**src/rtl/uart_pkg.sv**
```systemverilog
// Shared UART definitions: character width, RX entry layout and FIFO width helpers.
package uart_pkg;

    localparam int unsigned UART_DATA_W = 9;

    typedef struct packed {
        logic                   fe;
        logic                   pe;
        logic [UART_DATA_W-1:0] data;
    } uart_rx_entry_t;

    function automatic int unsigned ptr_w(input int unsigned depth);
        return $clog2(depth);
    endfunction

    function automatic int unsigned cnt_w(input int unsigned depth);
        return $clog2(depth) + 1;
    endfunction

endpackage

```
**src/rtl/uart_fifo_mem.sv**
```systemverilog
// FIFO storage: register array with one synchronous write port and a registered read port.
module uart_fifo_mem
    import uart_pkg::*;
#(
    parameter int unsigned DEPTH = 16,
    parameter int unsigned WIDTH = UART_DATA_W + 2
) (
    input  logic                    clk,
    input  logic                    reset,
    input  logic                    wr_en,
    input  logic [ptr_w(DEPTH)-1:0] wr_addr,
    input  logic [WIDTH-1:0]        wr_data,
    input  logic                    rd_en,
    input  logic [ptr_w(DEPTH)-1:0] rd_addr,
    output logic [WIDTH-1:0]        rd_data
);

    logic [WIDTH-1:0] mem [DEPTH];

    always_ff @(posedge clk) begin
        if (wr_en) begin
            mem[wr_addr] <= wr_data;
        end
    end

    // Only the read register is reset; a same-cycle write to rd_addr returns the old entry.
    always_ff @(posedge clk) begin
        if (reset) begin
            rd_data <= '0;
        end else if (rd_en) begin
            rd_data <= mem[rd_addr];
        end
    end

endmodule

```
**src/rtl/uart_rx_fifo.sv**
```systemverilog
// UART receive buffer: captures characters with error status on rx_available rising edges
// and serves them to the host through a pop/valid port.
module uart_rx_fifo
    import uart_pkg::*;
#(
    parameter int unsigned DEPTH       = 16,
    parameter int unsigned ALMOST_FULL = 12,
    parameter int unsigned DATA_W      = UART_DATA_W
) (
    input  logic                    clk,
    input  logic                    reset,
    input  logic                    rx_available,
    input  logic [DATA_W-1:0]       rx_data,
    input  logic                    rx_pe,
    input  logic                    rx_fe,
    output logic                    clear_pe,
    output logic                    clear_fe,
    input  logic                    rd_en,
    output logic                    rd_valid,
    output logic [DATA_W-1:0]       rd_data,
    output logic                    rd_pe,
    output logic                    rd_fe,
    output logic                    empty,
    output logic                    full,
    output logic                    almost_full,
    output logic [cnt_w(DEPTH)-1:0] count,
    output logic                    overrun,
    input  logic                    clear_overrun
);

    localparam int unsigned PW = ptr_w(DEPTH);
    localparam int unsigned CW = cnt_w(DEPTH);
    localparam int unsigned EW = DATA_W + 2;

    logic          avail_q;
    logic          capture;
    logic          pop;
    logic          wr;
    logic          ovr_set;
    logic [PW-1:0] wr_ptr;
    logic [PW-1:0] rd_ptr;
    logic [EW-1:0] rd_entry;

    assign empty       = (count == '0);
    assign full        = (count == CW'(DEPTH));
    assign almost_full = (count >= CW'(ALMOST_FULL));

    // A pop while full frees the slot the capture needs, so the write is still accepted.
    always_comb begin
        capture = rx_available && !avail_q;
        pop     = rd_en && !empty;
        wr      = capture && (!full || pop);
        ovr_set = capture && full && !pop;
    end

    always_ff @(posedge clk) begin
        if (reset) begin
            avail_q  <= 1'b1;
            wr_ptr   <= '0;
            rd_ptr   <= '0;
            count    <= '0;
            overrun  <= 1'b0;
            rd_valid <= 1'b0;
            clear_pe <= 1'b0;
            clear_fe <= 1'b0;
        end else begin
            avail_q  <= rx_available;
            rd_valid <= pop;
            clear_pe <= capture && rx_pe;
            clear_fe <= capture && rx_fe;
            if (wr) begin
                wr_ptr <= wr_ptr + PW'(1);
            end
            if (pop) begin
                rd_ptr <= rd_ptr + PW'(1);
            end
            if (wr && !pop) begin
                count <= count + CW'(1);
            end else if (pop && !wr) begin
                count <= count - CW'(1);
            end
            if (ovr_set) begin
                overrun <= 1'b1;
            end else if (clear_overrun) begin
                overrun <= 1'b0;
            end
        end
    end

    uart_fifo_mem #(
        .DEPTH (DEPTH),
        .WIDTH (EW)
    ) u_mem (
        .clk     (clk),
        .reset   (reset),
        .wr_en   (wr),
        .wr_addr (wr_ptr),
        .wr_data ({rx_fe, rx_pe, rx_data}),
        .rd_en   (pop),
        .rd_addr (rd_ptr),
        .rd_data (rd_entry)
    );

    assign {rd_fe, rd_pe, rd_data} = rd_entry;

endmodule

```
**config.mk**
```make
export PLATFORM = sky130hd
export DESIGN_NAME = uart_rx_fifo
export DESIGN_NICKNAME = d
export VERILOG_FILES = /design/src/rtl/uart_pkg.sv /design/src/rtl/uart_fifo_mem.sv /design/src/rtl/uart_rx_fifo.sv
export SDC_FILE = /design/constraint.sdc
export NUM_CORES = 1
export LEC_CHECK = 0
export BUFFER_PORTS_ARGS = -buffer_cell sky130_fd_sc_hd__buf_2
export CAP_MARGIN = 20
export CELL_PAD_IN_SITES_DETAIL_PLACEMENT = 1
export CELL_PAD_IN_SITES_GLOBAL_PLACEMENT = 1
export CORE_AREA = 10 10 123 148
export CTS_BUF_LIST = sky130_fd_sc_hd__clkbuf_4
export CTS_CLUSTER_SIZE = 10
export DETAILED_ROUTE_END_ITERATION = 12
export DIE_AREA = 0 0 133 158
export PLACE_DENSITY_LB_ADDON = 0.08
export SLEW_MARGIN = 20
export SYNTH_ARGS = -nofsm -noshare
export SYNTH_HDL_FRONTEND = slang
export SYNTH_SLANG_ARGS = --single-unit
```
**constraint.sdc**
```tcl
create_clock -name clk -period 3.32 [get_ports clk]
set_input_delay 0.664 -clock clk [delete_from_list [all_inputs] [get_ports clk]]
set_output_delay 0.664 -clock clk [all_outputs]
set_load 0.005 [all_outputs]
```
## Yosys cells after proc, flatten, opt, wreduce, memory -nomap -nowiden

Memories as Yosys holds them, arrays and structs flattened. A register that Yosys moved wholly into a read port is not among the register bits.
Index checks and enable logic that the tools add are counted.

- Add/sub/neg operators: 4
- $mul: 0
- Div/mod/pow operators: 0
- $lt $le $gt $ge: 1
- Equality and inequality tests: 1
- Shifts and indexed selects: 0
- Muxes and demuxes: 6
- Bitwise operators: 0
- Reductions and logical operators: 18

Operator list:

| cell | count |
|---|---|
| $mux 5 | 2 |
| $logic_and 1x1->1 | 9 |
| $add 4x1->4 const B | 2 |
| $add 5x1->5 const B | 1 |
| $eq 5x5->1 const B | 1 |
| $ge 5x4->1 const B | 1 |
| $logic_not 1->1 | 5 |
| $logic_not 5->1 | 1 |
| $sub 5x1->5 const B | 1 |
| $mux 1 | 4 |
| $reduce_bool 2->1 | 2 |
| $logic_or 1x1->1 | 1 |

- Flip-flop bits (word level): 18
- Latch bits: 0
- Memory bits (writable): 176
- Memory bits (read-only): 0
- Input port bits: 16
- Output and inout bits: 23
- Word-level logic and storage cells: 39
- Memories kept: 1

Memories:

| memory | words | width | read ports | clocked after memory_dff | wr ports | line | source |
|---|---|---|---|---|---|---|---|
| u_mem.mem | 16 | 11 | 1 | 1 | 1 | uart_fifo_mem.sv:18 | `logic [WIDTH-1:0] mem [DEPTH];` |

## Logic depth before layout (Yosys ltp)

- Depth in word-level cells: 9
- Gate-level depth with buffers: 12

## Hierarchy

A second synthesis with hierarchy kept.

- Cell total of the unflattened synthesis: 524
- Area, all modules: 8,131.5 um^2

By module, submodules not included:

| module | instances | cells each | area each (um^2) | seq. area each (um^2) |
|---|---|---|---|---|
| uart_fifo_mem | 1 | 425 | 7,226.9 | 5,505.3 |
| uart_rx_fifo | 1 | 99 | 904.6 | 360.3 |

## Least setup slack after synthesis

No wires, ideal clock.

- Path kind: flip-flop to flip-flop
- Start point: reg count[0]
- End point: reg count[4]
- Setup time: 121 ps
- Arrival: 2,714 ps
- Required time: 3,199 ps
- Setup slack: 485 ps
- Cell stages (with the launch flop): 12
- Path buffers: 1
- Cell sequence: dfxtp_1 > or4_1 > o21a_1 > buf_6 > inv_1 > ha_1 > inv_1 > ha_1 > a21o_1 > a21oi_1 > mux2i_1 > mux2_2

- Word-level cells in the longest chain between the ends: 8
- Elaborated cells between the ends (all ways): 16
- Classes of those cells: add/sub (2); eq/ne (1); mux (2); reduce/logical (11)

Ends and longest elaborated chain:

| element | line | source |
|---|---|---|
| from (decl) | uart_rx_fifo.sv:26 | `output logic [cnt_w(DEPTH)-1:0] count,` |
| from (signal assigned) | uart_rx_fifo.sv:78 | `count <= count + CW'(1);` |
| from (signal assigned) | uart_rx_fifo.sv:80 | `count <= count - CW'(1);` |
| parallel branches: the longest is 8 deep, another holds $sub 5x1->5 | n/a |  |

Parallel ways; which one is timed is not known. The select of a mux whose other input is x is not followed.
A chain may end at the register's enable or synchronous reset.

## Final worst setup path

Ends and elaborated chain as after synthesis.

==> results_dict.tcl <==
set metrics [dict create \
    status "finished, final reports clean" \
    synth_sequential_area_ratio_pct 72.3 \
    finalHoldViolations 0 \
    ys_seq_elements 205 \
    power_density_nw_per_um2 632 \
    first_global_vias 5204 \
    max-clock-path-buffers 3 \
    worst-r2r-setup-slack_ns 0.34 \
    synthCells 511 \
    post-route-drc-count 0 \
    yosys.area.top_type_share_pct 65.1 \
    final_nets 621 \
    portBuffers 38 \
    rows 50 \
    critical_path.cell_chain "or4_1, o21a_1, inv_1, ha_1, inv_1, ha_1, a21o_1, a21oi_1, mux2i_1, mux2_2" \
    antenna_found_initial 0 \
    worst_path_class_setup "register to register" \
    final_core_utilization_pct 60.2 \
    cts_tree "done" \
    holdPathEnd "avail_q" \
    final-max-slew-violation-count 0 \
    capture_point_of_the_worst_reg_to_reg_path "count[4]" \
    insertion_delay_ns 0.63 \
    tightest_slew_ns 0.829 \
    holdBufCountCts 0 \
    cts_setup_buffers 0 \
    final_antenna_net_count 0 \
    hpwlAfterDp_um 12100 \
    yosys.cell_types.count 35 \
    netlist_area_um2 8110 \
    track_usage_pct 19.4 \
    cp_top_family "multiplexers" \
    synth.avg_cell_area_um2 15.9 \
    grt_first_pass_wirelength_um 30700 \
    timing.hold.worst.start "rx_available" \
    avgRoutedWirePerCell_um 23.7 \
    grt_use_met1_pct 23.4 \
    slowest_delay_ns 0.57 \
    htree_num_levels 2 \
    setup-violations-final 0 \
    post_layout_nonfiller_instances 844 \
    worst_path_max_delay_cell "or4_1" \
    reg2reg_depth 10 \
    final_period_minus_worst_setup_slack_ns 2.98 \
    floorplan.core_area_um2 15300 \
    crit_path_max_fanout 6 \
    critical_path.endpoint_type "register" \
    drt_pre_antenna_iters 4 \
    die_outline_area_um2 21000 \
    layout_worst_path_cycle_share_pct 89.7 \
    drt_wl_total_um 20000 \
    syn-num-nets 538 \
    multiInputGateArea_um2 2070 \
    overflow 0 \
    vdd_ir_drop_max_mv 0.357 \
    fmax_achieved_mhz 336 \
    cts_resized 0 \
    critPathArrivalTime_ns 3.48 \
    register_area_um2 5870 \
    synth_area_leaders "edfxtp_1 65%, mux2i_1 11%, dfxtp_1 7.2%, o22ai_1 3.4%, nor2_1 2.0%" \
    r2r-start "count[0]" \
    synth.largest_area_cell "edfxtp_1" \
    setup.worst_path.start_class "register" \
    power.static_leakage_nw 3.06 \
    detailroute.via_count 4768 \
    rsz_0062_raised_after_global_routing "no" \
    min_delay_path_depth 2 \
    place.gp.congestion 0.762 \
    number_of_violations_reported_at_the_end_of_detailed_routing_iteration_0 403 \
    clkSlewWorstSetupHoldPaths_ns 0.07 \
    detail_route.vias_per_cell 5.65 \
    worst_clock_skew_ns 0.0172 \
    dpl.cell_count 750 \
    hp-class "input pin to register" \
    die_x_um 133 \
    worstPathRequired_ns 3.82 \
    number_of_max_cap_violations 0 \
    io-pin-count 39 \
    clock-sinks 205 \
    grt_use_met3_pct 4.22 \
    sum_of_negative_setup_slack_ns 0 \
    hold_ws_ns 0.258 \
    groute.layer.met2.usage_pct 34.0 \
    clockRootBuffer "clkbuf_4" \
    total_cts_buffers 50 \
    final_layout_size_suffix_gt1_share_pct 24.3 \
    fillerInstances 1491 \
    layout-area-overhead-vs-synth_pct 13.7 \
    initial_utilization_pct 52.9 \
    timing.slew.headroom_pct 44.5 \
    yosys_synthesis_warning_count 0 \
    grt_most_used_layer "met2" \
    dieHeight_um 158 \
    critical_path_buf_inv_count 2 \
    maximum_number_of_pins_on_one_net_before_global_route_repair 47 \
]
-- cells in the final DEF, fill, tap and decap left out, drive strengths merged --
| master | n |
|---|---|
| edfxtp | 176 |
| mux2i | 90 |
| clkbuf | 70 |
| buf | 61 |
| nor2 | 44 |
| o22ai | 44 |
| dfxtp | 29 |
| clkinv | 22 |
| nor4 | 12 |
| a211oi | 11 |
| nand2 | 10 |
| ha | 10 |
| inv | 10 |
| a21oi | 7 |
| xor2 | 7 |
| nor3 | 4 |
| nand2b | 3 |
| nand3b | 3 |
| nor3b | 3 |
| a21o | 2 |
| nand3 | 2 |
| xnor2 | 2 |
| nand4 | 2 |
| or3b | 2 |
| diode | 1 |
| or4 | 1 |
| o21a | 1 |
| a31oi | 1 |
| and2 | 1 |
| or3 | 1 |
| nor2b | 1 |
| mux2 | 1 |
| or2 | 1 |
| fa | 1 |
-- where the power goes --
part / switching [mW] / total (mW) / internal [mW]
sequential: 0.0963 / 2.99 / 2.89
combinational: 0.531 / 0.877 / 0.345
clock: 0.983 / 1.97 / 0.982
total: 1.61 / 5.83 / 4.22
-- layer usage --
metal	up-vias	part of all wire, %
met5	-	0
met4	0	1.7
met3	31	6.2
met2	132	52
met1	2438	40
li1	2167	-
-- kinds of logic after synthesis --
kind of cell | synth area share [%]
AND/OR/NAND/NOR | 5.35
multiplexers | 11.2
AO/OA/AOI/OAI | 5.95
flip-flops | 72.3
XOR/XNOR | 0.972
buffers and inverters | 2.41
adder cells (fa/ha/maj) | 1.79
-- final cells by class --
type | instances | share of cell area [%]
sequential | 205 | 63.6
multi-input combinational | 267 | 22.5
antenna | 1 | 0.0271
clock inverter | 23 | 0.963
timing repair buffer | 61 | 4.07
tap | 208 | 2.82
clock buffer | 70 | 5.69
inverter | 9 | 0.366
-- how the worst max path moves through the flow --
stage | endpoint | slack (ns) | cells past startpoint | startpoint
after floorplan | count[4] | 0.49 | 11 | count[0]
after global placement | count[4] | 0.46 | 10 | count[0]
after detailed placement | count[4] | 0.35 | 10 | count[0]
after CTS | count[4] | 0.33 | 10 | count[0]
after global routing | count[4] | 0.22 | 10 | count[1]
final | count[4] | 0.34 | 10 | count[0]
-- flip-flops by register name, indices dropped and copies added (netlist names) --
signal and cells:
avail_q 1, count 5, clear_fe 1, u_mem.mem 176, clear_pe 1, u_mem.rd_data 11
rd_ptr 4, wr_ptr 4, rd_valid 1, overrun 1
-- worst reg2reg max path, stage by stage (launching register included) --
cell and delay [ns]:
dfxtp_1 0.38, or4_1 0.58, o21a_1 0.21, inv_1 0.10
ha_1 0.22, inv_1 0.13, ha_1 0.32, a21o_1 0.18
a21oi_1 0.18, mux2i_1 0.23, mux2_2 0.35
-- synth_stat cells --
cell,n
edfxtp_1,176
mux2i_1,90
nor2_1,44
o22ai_1,44
dfxtp_1,29
buf_2,14
clkbuf_1,13
nor4_1,12
a211oi_2,11
ha_1,10
nand2_1,10
inv_1,9
a21oi_1,7
xor2_1,7
nor3_1,4
nand2b_1,3
nand3b_1,3
nor3b_1,3
a21o_1,2
buf_6,2
nand3_1,2
nand4_1,2
xnor2_1,2
a31oi_2,1
and2_1,1
buf_12,1
fa_1,1
mux2_2,1
nor2b_1,1
o21a_1,1
or2_2,1
or3_1,1
or3b_1,1
or3b_2,1
or4_1,1
-- per-stage QoR --
step	area (µm²)	power (mW)	worst slack [ns]
2_1_floorplan	8110	3.62	0.485
3_3_place_gp	8610	3.89	0.457
3_5_place_dp	8610	3.93	0.347
4_1_cts	9230	5.90	0.332
5_1_grt	9230	6.14	0.219
6_report	9230	5.83	0.342
(Power assumes the default switching activity.)
